$ cat src/rtl/grid_image_streamer.sv
// Streams the 28x28 one-bit canvas row-major as PIX_W-bit samples over valid/ready.
// Optional ink counter output enabled by defining GRID_STREAMER_INK_COUNT_EN.
module grid_image_streamer #(
  parameter int                GRID_SIZE = 28,
  parameter int                PIX_W     = 8,
  parameter logic [PIX_W-1:0]  ON_VALUE  = 8'd255,
  parameter logic [PIX_W-1:0]  OFF_VALUE = 8'd0
) (
  input  logic             CLOCK_50,
  input  logic             reset,
  input  logic             start,
  output logic             busy,
  output logic             done,
  output logic [9:0]       mem_addr,
  input  logic             mem_rdata,
  output logic [PIX_W-1:0] out_data,
  output logic [9:0]       out_index,
  output logic             out_last,
  output logic             out_valid,
  input  logic             out_ready
`ifdef GRID_STREAMER_INK_COUNT_EN
  ,
  output logic [9:0]       ink_count
`endif
);

  localparam int FRAME = GRID_SIZE * GRID_SIZE;
  localparam int CW    = $clog2(GRID_SIZE);
  localparam logic [9:0]    LAST_IDX = 10'(FRAME - 1);
  localparam logic [CW-1:0] LAST_XY  = CW'(GRID_SIZE - 1);

  typedef enum logic [1:0] {
    IDLE,
    ISSUE,
    CAPTURE,
    SEND
  } state_e;

  // DONE shares the IDLE encoding slot via a separate flag to keep 2 bits
  state_e           state_q, state_d;
  logic             in_done_q, in_done_d;
  logic [CW-1:0]    x_q, x_d;
  logic [CW-1:0]    y_q, y_d;
  logic [9:0]       idx_q, idx_d;
  logic [PIX_W-1:0] data_q, data_d;
  logic [9:0]       oidx_q, oidx_d;
  logic             last_q, last_d;
  logic             valid_q, valid_d;
  logic             set_q, set_d;
  logic             busy_q, busy_d;
  logic             done_q, done_d;
  logic [9:0]       ink_q, ink_d;

  always_comb begin
    state_d   = state_q;
    in_done_d = 1'b0;
    x_d       = x_q;
    y_d       = y_q;
    idx_d     = idx_q;
    data_d    = data_q;
    oidx_d    = oidx_q;
    last_d    = last_q;
    valid_d   = valid_q;
    set_d     = set_q;
    done_d    = 1'b0;
    ink_d     = ink_q;
    unique case (state_q)
      IDLE: begin
        if (start && !in_done_q) begin
          state_d = ISSUE;
          x_d     = '0;
          y_d     = '0;
          idx_d   = '0;
          ink_d   = '0;
        end
      end
      ISSUE: begin
        state_d = CAPTURE;
      end
      CAPTURE: begin
        data_d  = mem_rdata ? ON_VALUE : OFF_VALUE;
        set_d   = mem_rdata;
        oidx_d  = idx_q;
        last_d  = (idx_q == LAST_IDX);
        valid_d = 1'b1;
        state_d = SEND;
      end
      SEND: begin
        if (out_ready) begin
          valid_d = 1'b0;
          ink_d   = ink_q + {9'd0, set_q};
          if (idx_q == LAST_IDX) begin
            last_d    = 1'b0;
            done_d    = 1'b1;
            in_done_d = 1'b1;
            state_d   = IDLE;
          end else begin
            idx_d   = idx_q + 10'd1;
            state_d = ISSUE;
            if (x_q == LAST_XY) begin
              x_d = '0;
              y_d = y_q + CW'(1);
            end else begin
              x_d = x_q + CW'(1);
            end
          end
        end
      end
      default: state_d = IDLE;
    endcase
    busy_d = (state_d != IDLE) || in_done_d;
  end

  always_ff @(posedge CLOCK_50 or posedge reset) begin
    if (reset) begin
      state_q   <= IDLE;
      in_done_q <= 1'b0;
      x_q       <= '0;
      y_q       <= '0;
      idx_q     <= '0;
      data_q    <= '0;
      oidx_q    <= '0;
      last_q    <= 1'b0;
      valid_q   <= 1'b0;
      set_q     <= 1'b0;
      busy_q    <= 1'b0;
      done_q    <= 1'b0;
      ink_q     <= '0;
    end else begin
      state_q   <= state_d;
      in_done_q <= in_done_d;
      x_q       <= x_d;
      y_q       <= y_d;
      idx_q     <= idx_d;
      data_q    <= data_d;
      oidx_q    <= oidx_d;
      last_q    <= last_d;
      valid_q   <= valid_d;
      set_q     <= set_d;
      busy_q    <= busy_d;
      done_q    <= done_d;
      ink_q     <= ink_d;
    end
  end

  assign mem_addr  = idx_q;
  assign out_data  = data_q;
  assign out_index = oidx_q;
  assign out_last  = last_q;
  assign out_valid = valid_q;
  assign busy      = busy_q;
  assign done      = done_q;

`ifdef GRID_STREAMER_INK_COUNT_EN
  assign ink_count = ink_q;
`else
  logic unused_ink;
  assign unused_ink = ^ink_q;
`endif

endmodule

$ cat config.mk
export PLATFORM = sky130hd
export DESIGN_NAME = grid_image_streamer
export DESIGN_NICKNAME = d
export VERILOG_FILES = /design/src/rtl/grid_image_streamer.sv
export SDC_FILE = /design/constraint.sdc
export NUM_CORES = 1
export LEC_CHECK = 0
export BUFFER_PORTS_ARGS = -buffer_cell sky130_fd_sc_hd__buf_4
export CAP_MARGIN = 20
export CORE_MARGIN = 1.5
export CORE_UTILIZATION = 47
export DETAILED_ROUTE_END_ITERATION = 12
export PLACE_DENSITY_LB_ADDON = 0.05
export REMOVE_ABC_BUFFERS = 1
export SETUP_SLACK_MARGIN = 0.15
export SLEW_MARGIN = 40
export SYNTH_ARGS = -nofsm -noshare
export SYNTH_HDL_FRONTEND = slang
export SYNTH_SLANG_ARGS = --single-unit
$ cat constraint.sdc
create_clock -name CLOCK_50 -period 2.3 [get_ports CLOCK_50]
set_input_delay 0.575 -clock CLOCK_50 [delete_from_list [all_inputs] [get_ports CLOCK_50]]
set_output_delay 0.575 -clock CLOCK_50 [all_outputs]
set_load 0.02 [all_outputs]
==> metrics.yaml, run 1 <==
initial_core_util: 0.4957
setup_viol: 0
maxCapViolCount: 0
grt_max_degree: 28
vias_per_cell: 5.758
combPwrFrac: 0.469
path_cells: "ha_1 -> o2111ai_1 -> o32ai_4 -> or4_1 -> a21oi_1"
path_class: "register to register"
cts_resized: 0
fp-row-count: 19
rsz0062_at_grt: "false"
timing.fmax_mhz: 517.7
dpl_cell_area_um2: 1625
nets: 162
cp.depth: 5
dieArea_um2: 3268
ys.flop_type: "dfrtp_1"
finalHoldViolCount: 0
slew_viol_final: 0
die_w_um: 57.17
cts-hold-fix-buffers: 0
clock-root-buffer: "clkbuf_4"
preCtsSetupSlack_ps: 296.7
grt_pass1_wl_mm: 4.657
ant_nets: 0
drt_pass1_iterations: 4
swShare: 0.4279
drt-initial-drc-count: 23
synth_edf_count: 0
status: "finished clean"
antenna_found_initial: 0
synth.avg_cell_area_um2: 11.03
cp-end-kind: "register"
cts_tree: "done"
vias: 1071
io_pins: 37
num_antenna_cells: 0
fin_cells: 186
p_int_mw: 1.011
relSlewSlack: 0.5301
clkPwrFrac: 0.120
holdCritPathClass: "input pin to asynchronous set/reset pin"
synthArstFlopShare: 1.000
sequentialPowerShare: 0.411
yosysSeqAreaShare: 0.4900
ir_worst_vdd_v: 0.0008302
cp.arrival_ps: 2180
synth_seq_cells: 27
finalPower_mw: 1.767
critPathMaxFanout: 7
crit_path_max_incr_delay_ps: 540
path_delay_family: "simple AND/OR/NAND/NOR gates"
synthCells: 125
port_buffers: 36
yosysWarnings: 0
cts_num_sinks: 27
setup_tns_ps: 0
drive_above_1_share: 0.3935
globalplace.congestion: 0.8660
worst_slack_ps: 368.4
max-clock-path-buffers: 2
drc: 0
numCtsBuffers: 3
chipHeight_um: 57.17
first_global_vias: 1021
cp-start-kind: "register"
coreArea_um2: 2781
syn_to_final_growth_pct: 20.05
critical_path.slowest_cell: "or4_1"
p_leak_nw: 0.7907
overflow: 0
wirelength_mm: 2.712
worstMarginPinSlew_ps: 704.8
period_share: 0.8398
fin_area_um2: 1655
syn_area_um2: 1379
dp_hpwl_mm: 1.946
track_usage: 0.1844
switching_power_uw: 756.3
clk_pin_slew_worst_paths_ps: 160
post_cts_buffers: 0
place_inst: 182
htreeDepth: 1
worstRegToRegCells: 5
synthDistinctLibCells: 38
path_buf_inv: 0
wl_per_cell_um: 14.58
p_per_area_nw_per_um2: 1068
clk_latency_ps: 330
clock_skew_ps: 15.28
crit_required_ps: 2550
layout_min_cycle_time_ps: 1932
## synth_stat cells (2+ instances only)
cell type | instances | area (um^2)
o211ai_1 | 2 | 15.01
buf_2 | 2 | 10.01
nand2_1 | 14 | 52.55
nand3_1 | 7 | 35.03
o31ai_1 | 3 | 22.52
a211oi_1 | 3 | 22.52
or4_1 | 2 | 15.01
mux2i_1 | 6 | 60.06
or2_2 | 5 | 31.28
clkbuf_1 | 2 | 7.510
o21ai_0 | 2 | 10.01
o2111ai_1 | 2 | 17.52
nand2b_1 | 4 | 25.02
inv_1 | 4 | 15.01
buf_4 | 7 | 52.55
dfrtp_1 | 27 | 675.7
a21oi_1 | 3 | 15.01
mux2_2 | 10 | 112.6
## logic make-up (layout without fill, tap and decap cells)
group,count (synthesis),count (layout),share of synthesized area
adders and majority gates,1,1,0.009073
buffers and inverters,15,45,0.06170
DFF,27,27,0.4900
muxes,16,16,0.1252
AOI/OAI and AO/OA,20,20,0.1152
and+or+nand+nor,46,46,0.1987
## worst min-delay path: stages
cell and delay [ps]:
buf_4 110, inv_1 40, buf_4 310
## power groups by stage
stage	logic (mW)	clock network, mW	registers, mW
3_5_place_dp	0.836	0	0.735
3_3_place_gp	0.824	0	0.726
2_1_floorplan	0.338	0	0.891
5_1_grt	0.900	0.239	0.750
6_report	0.829	0.211	0.727
4_1_cts	0.839	0.220	0.724
## state kept, by name, indices dropped and copies added (netlist names)
signal     cells
out_valid      1
out_data       1
busy           1
done           1
state_q        2
out_last       1
mem_addr      10
out_index     10
## layout make-up
class	instances	area (um^2)
clock buffers	3	22.52
repair buffers	37	277.8
clock inverters	1	7.507
fillers	249	1126
flip-flops and latches	27	675.6
multi-input cells	83	618.1
well taps	31	38.79
inverters	4	15.01
## placed cells by master (no fill, tap or decap), types with 2 or more instances in the layout
| master | netlist | final |
|---|---|---|
| a211oi_1 | 3 | 3 |
| a21oi_1 | 3 | 3 |
| buf_4 | 7 | 37 |
| clkbuf_4 | 0 | 3 |
| dfrtp_1 | 27 | 27 |
| inv_1 | 4 | 4 |
| mux2_2 | 10 | 10 |
| mux2i_1 | 6 | 6 |
| nand2_1 | 14 | 14 |
| nand2b_1 | 4 | 4 |
| nand3_1 | 7 | 7 |
| o2111ai_1 | 2 | 2 |
| o211ai_1 | 2 | 2 |
| o21ai_0 | 2 | 2 |
| o31ai_1 | 3 | 3 |
| or2_2 | 5 | 5 |
| or4_1 | 2 | 2 |
## worst paths after layout
path | to | slack, ps | from
worst max-delay path | mem_addr[9] | 370 | mem_addr[0]
worst min-delay path | out_index[5] | 280 | reset
worst max register to register | mem_addr[9] | 370 | mem_addr[0]
worst min register to register | out_valid | 500 | out_valid
max in group asynchronous | mem_addr[9] | 1760 | reset
min in group CLOCK_50 | state_q[1] | 420 | out_ready
## through the flow
step                  util  hold WS (ps)
floorplan                -         578.8
detailed placement  0.5843         467.5
finish              0.5951         279.0
CTS                 0.5951         287.2
global placement    0.5843         462.6
global route        0.5951         299.0
## layer usage
layer / share of wire / track usage
met1: 0.47 / 0.2474
met5: 0 / 0
met3: 0.045 / 0.02041
met4: 0.011 / 0.06977
met2: 0.48 / 0.3087
No activity file was read; power rests on OpenSTA's default activity.
==> inputs of run 2 (changes only) <==
clock period = 1.9 ns   (was 2.3 ns; I/O delays follow)
==> metrics.yaml, run 2 (synthesis results as in run 1) <==
syn_to_final_growth_pct: 26.13
chipHeight_um: 57.17  # unchanged
drt-initial-drc-count: 33  # +43%
num_antenna_cells: 0  # unchanged
dieArea_um2: 3268  # unchanged
finalHoldViolCount: 0  # unchanged
drc: 0  # unchanged
grt_pass1_wl_mm: 4.830  # +3.7%
nets: 171  # +5.6%
clock-root-buffer: "clkbuf_4"
drive_above_1_share: 0.4451  # +0.05157
first_global_vias: 1009  # -1.2%
ant_nets: 0  # unchanged
worstMarginPinSlew_ps: 369.2  # -335.6 ps
globalplace.congestion: 0.8367  # -3.4%
p_per_area_nw_per_um2: 1288  # +21%
initial_core_util: 0.4957  # unchanged
swShare: 0.4219  # -0.006050
clock_skew_ps: 8.072  # -7.208 ps
cts_num_sinks: 27  # unchanged
rsz0062_at_grt: "true"
switching_power_uw: 945.4  # +25%
maxCapViolCount: 0  # unchanged
cp-start-kind: "register"
port_buffers: 36  # unchanged
num-fill-cells: 235  # -5.6%
cp.arrival_ps: 1960  # -220 ps
dp_hpwl_mm: 2.122  # +9.1%
wirelength_mm: 2.889  # +6.5%
clkPwrFrac: 0.115  # -0.005
combPwrFrac: 0.503  # +0.034
antenna_found_initial: 0  # unchanged
crit_required_ps: 2130  # -420 ps
fp-row-count: 19  # unchanged
ir_worst_vdd_v: 0.001068  # +29%
slew_viol_final: 0  # unchanged
cts_tree: "done"
path_class: "register to register"
p_int_mw: 1.295  # +28%
relSlewSlack: 0.7524  # +0.2222
fin_area_um2: 1739  # +5.1%
critPathMaxFanout: 4  # -3
coreArea_um2: 2781  # unchanged
overflow: 0  # unchanged
period_share: 0.9115  # +0.07173
vias: 1104  # +3.1%
drt_pass1_iterations: 4  # unchanged
vias_per_cell: 5.662  # -1.7%
cts-hold-fix-buffers: 0  # unchanged
clk_pin_slew_worst_paths_ps: 150  # about the same
htreeDepth: 1  # unchanged
wl_per_cell_um: 14.82  # +1.6%
numCtsBuffers: 3  # unchanged
sequentialPowerShare: 0.382  # -0.029
setup_tns_ps: 0  # unchanged
die_w_um: 57.17  # unchanged
layout_min_cycle_time_ps: 1732  # -199.6 ps
status: "finished clean"
cp-end-kind: "register"
grt_max_degree: 28  # unchanged
p_leak_nw: 0.8379  # +6.0%
max-clock-path-buffers: 2  # unchanged
dpl_cell_area_um2: 1693  # +4.2%
holdCritPathClass: "input pin to asynchronous set/reset pin"
io_pins: 37  # unchanged
setup_viol: 0  # unchanged
layout_common_cells: "buf_4 (46), dfrtp_1 (26), nand2_1 (14), mux2_2 (10), nand3_1 (7)"
mostFrequentLayoutCell: "buf_4"
track_usage: 0.1916  # +0.007167
timing.fmax_mhz: 577.4  # +12%
post_cts_buffers: 0  # unchanged
clk_latency_ps: 330  # about the same
## run 2: power groups by stage
stage                     clock network (mW)  logic [mW]  registers [mW]
after global placement                     0        1.11           0.849
after global routing                   0.284        1.20           0.880
final                                  0.258        1.13           0.855
after CTS                              0.261        1.13           0.850
after detailed placement                   0        1.11           0.858
after floorplan                            0       0.409            1.08
## run 2: final cells by class
| type | instances | area (um^2) | area share |
|---|---|---|---|
| inverter | 4 | 15.01 | 0.008633 |
| timing repair buffer | 46 | 345.3 | 0.1986 |
| tap | 31 | 38.79 | 0.02230 |
| clock buffer | 4 | 26.28 | 0.01511 |
| multi-input combinational | 83 | 636.9 | 0.3662 |
| sequential | 27 | 676.9 | 0.3892 |
## run 2: worst paths after layout
path	startpoint	slack, ps	depth (start not counted)	endpoint
worst min register to register	out_valid	500	2	out_valid
worst max-delay path	mem_addr[4]	170	4	out_last
max in group asynchronous	reset	1440	3	state_q[1]
worst min-delay path	reset	180	3	out_data[6]
min in group CLOCK_50	out_ready	340	2	state_q[1]
worst max register to register	mem_addr[4]	170	4	out_last
## run 2: per-stage QoR
| step | hold WS [ps] | power (mW) | utilization | setup slack (ps) | std cells |
|---|---|---|---|---|---|
| floorplan | 527.7 | 1.488 | - | 27.45 | 114 |
| global placement | 462.0 | 1.955 | 0.6086 | 88.53 | 191 |
| detailed placement | 473.0 | 1.971 | 0.6086 | 45.99 | 191 |
| CTS | 197.2 | 2.237 | 0.6208 | 145.7 | 195 |
| global route | 223.8 | 2.366 | 0.6253 | 82.47 | 195 |
| finish | 179.4 | 2.241 | 0.6253 | 168.1 | 195 |
## run 2: routing by layer
metal | up-vias | routed length (um) | global-route usage
met5 | - | 0 | 0
met4 | 0 | 47 | 0.05980
met3 | 7 | 159 | 0.02041
met2 | 40 | 1355 | 0.3087
met1 | 533 | 1327 | 0.2739
li1 | 524 | - | -
## run 2: worst max-delay path: stages (launching register included)
cell	delay, ps
dfrtp_1	410
or4b_4	590
or3_4	370
o211ai_1	160
o21ai_1	90
## run 2: timing repair
item | in CTS | in global routing
gates resized for setup | 3 | 2
endpoints found under the setup margin | 9 | 8
pin swaps | 4 | 3
endpoints found under the hold margin | 0 | 0
==> inputs of run 3 (changes only) <==
CORE_UTILIZATION = 30   (was 47)
==> metrics.yaml, run 3 (synthesis results as in run 1) <==
drc: 0  # unchanged
path_delay_family: "simple AND/OR/NAND/NOR gates"
chipHeight_um: 70.80  # +24%
finalHoldViolCount: 0  # unchanged
nets: 176  # +2.9%
initial_core_util: 0.3145  # -0.1812
num_antenna_cells: 0  # unchanged
mostFrequentLayoutCell: "buf_4"
path_buf_inv: 0  # unchanged
fp-row-count: 24  # +5
period_share: 0.9178  # +0.006310
ant_nets: 0  # unchanged
htreeDepth: 1  # unchanged
finalPower_mw: 2.356  # +5.1%
use_met3: 0.01994  # -0.0004651
cp.arrival_ps: 1910  # -50 ps
first_global_vias: 1102  # +9.2%
drt_pass1_iterations: 4  # unchanged
ir_worst_vdd_v: 0.0005361  # -50%
gr-usage-met2: 0.2150  # -0.09375
grt-busiest-layer: "met2"
crit_path_max_incr_delay_ps: 590  # about the same
globalplace.congestion: 0.8018  # -4.2%
timing.fmax_mhz: 573.4  # -0.69%
clk_latency_ps: 270  # -60 ps
vias: 1116  # +1.1%
io_pins: 37  # unchanged
wl_per_cell_um: 14.95  # +0.94%
wirelength_mm: 3.305  # +14%
antenna_found_initial: 0  # unchanged
coreArea_um2: 4384  # +58%
overflow: 0  # unchanged
drt-initial-drc-count: 39  # +18%
use_met1: 0.1883  # -0.08564
clk_pin_slew_worst_paths_ps: 90  # -60 ps
critical_path.slowest_cell: "or4b_4"
p_per_area_nw_per_um2: 1289  # about the same
cts_tree: "done"
r2r-end: "mem_addr[0]"
cp-start-kind: "register"
path_cells: "or4b_4 -> nor3_4 -> o22ai_1 -> a32o_1"
relSlewSlack: 0.5999  # -0.1524
holdCritPathClass: "input pin to asynchronous set/reset pin"
syn_to_final_growth_pct: 32.58
cts_num_sinks: 27  # unchanged
grt_pass1_wl_mm: 5.409  # +12%
r2r_slack_ps: 160  # about the same
worstMarginPinSlew_ps: 600.1  # +230.9 ps
clock_skew_ps: 1.750  # -6.323 ps
timing.rr.start: "mem_addr[6]"
slew_viol_final: 0  # unchanged
maxCapViolCount: 0  # unchanged
cp-end-kind: "register"
drive_above_1_share: 0.4852  # +0.04009
clock-root-buffer: "clkbuf_8"
grt_max_degree: 28  # unchanged
cts-hold-fix-buffers: 0  # unchanged
status: "finished clean"
critPathMaxFanout: 6  # +2
die_w_um: 70.80  # +24%
setup_viol: 0  # unchanged
dp_hpwl_mm: 2.432  # +15%
setup_tns_ps: 0  # unchanged
numCtsBuffers: 3  # unchanged
layout_min_cycle_time_ps: 1744  # +11.99 ps
dieArea_um2: 5012  # +53%
p_leak_nw: 0.8655  # +3.3%
worstRegToRegCells: 4  # unchanged
port_buffers: 36  # unchanged
crit_required_ps: 2060  # -70 ps
track_usage: 0.1355  # -0.05611
rsz0062_at_grt: "true"
max-clock-path-buffers: 2  # unchanged
vias_per_cell: 5.050  # -11%
layout_common_cells: "buf_4 (51), dfrtp_1 (24), nand2_1 (14), mux2_2 (10), nand3_1 (7)"
path_class: "register to register"
-- run 3: changes by cell type in the layout (fill, tap and decap cells not counted), moves of 2 or more --
| cell | change |
|---|---|
| dfrtp_2 | +2 |
| dfrtp_1 | -2 |
| clkbuf_8 | +3 |
| clkbuf_4 | -3 |
| buf_4 | +5 |
-- run 3: routing by layer --
metal / up-vias / part of all wire / wire length (um)
met2: 39 / 0.48 / 1584
li1: 531 / - / -
met5: - / 0 / 0
met1: 542 / 0.46 / 1521
met4: 0 / 0.011 / 38
met3: 4 / 0.049 / 161
-- run 3: worst reg2reg max path, stage by stage, from the launching register on --
cell and delay, ps:
dfrtp_1 390, or4b_4 590, nor3_4 280, o22ai_1 130, a32o_1 250
-- run 3: worst max-delay path by stage --
stage / startpoint / to / slack (ps) / cells past startpoint
floorplan: mem_addr[4] / out_last / 30 / 4
global placement: mem_addr[4] / mem_addr[0] / 90 / 4
detailed placement: state_q[1] / mem_addr[6] / 90 / 5
CTS: mem_addr[0] / mem_addr[5] / 150 / 5
global route: mem_addr[6] / mem_addr[0] / 100 / 4
finish: mem_addr[6] / mem_addr[0] / 160 / 4
-- run 3: timing repair --
action / CTS / global route
hold endpoints to repair: 0 / 0
gates resized for setup: 2 / 7
setup endpoints to repair: 9 / 9
buffers inserted: 2 / 0
pin swaps: 3 / 3
-- run 3: layout make-up --
| type | instances | area, um^2 |
|---|---|---|
| Fill cell | 438 | 2556 |
| Inverter | 4 | 15.01 |
| Sequential cell | 27 | 679.4 |
| Tap cell | 52 | 65.06 |
| Timing Repair Buffer | 51 | 382.9 |
| Clock buffer | 4 | 45.04 |
| Multi-Input combinational cell | 83 | 640.6 |
-- run 3: report_power, final --
part / internal, mW / total, mW / switching [mW]
Combinational: 0.531 / 1.17 / 0.639
Sequential: 0.703 / 0.852 / 0.149
Clock: 0.150 / 0.333 / 0.183
-- run 3: stage by stage --
step                instance area, um^2  utilization  setup slack (ps)  std cells  hold WS (ps)
finish                             1828       0.4170             156.1        221         249.3
global route                       1828       0.4170             101.6        221         284.5
CTS                                1814       0.4138             151.7        221         263.7
detailed placement                 1742       0.3973             93.27        215         472.5
global placement                   1742       0.3973             89.27        215         470.5
floorplan                          1309            -             27.45        114         527.7
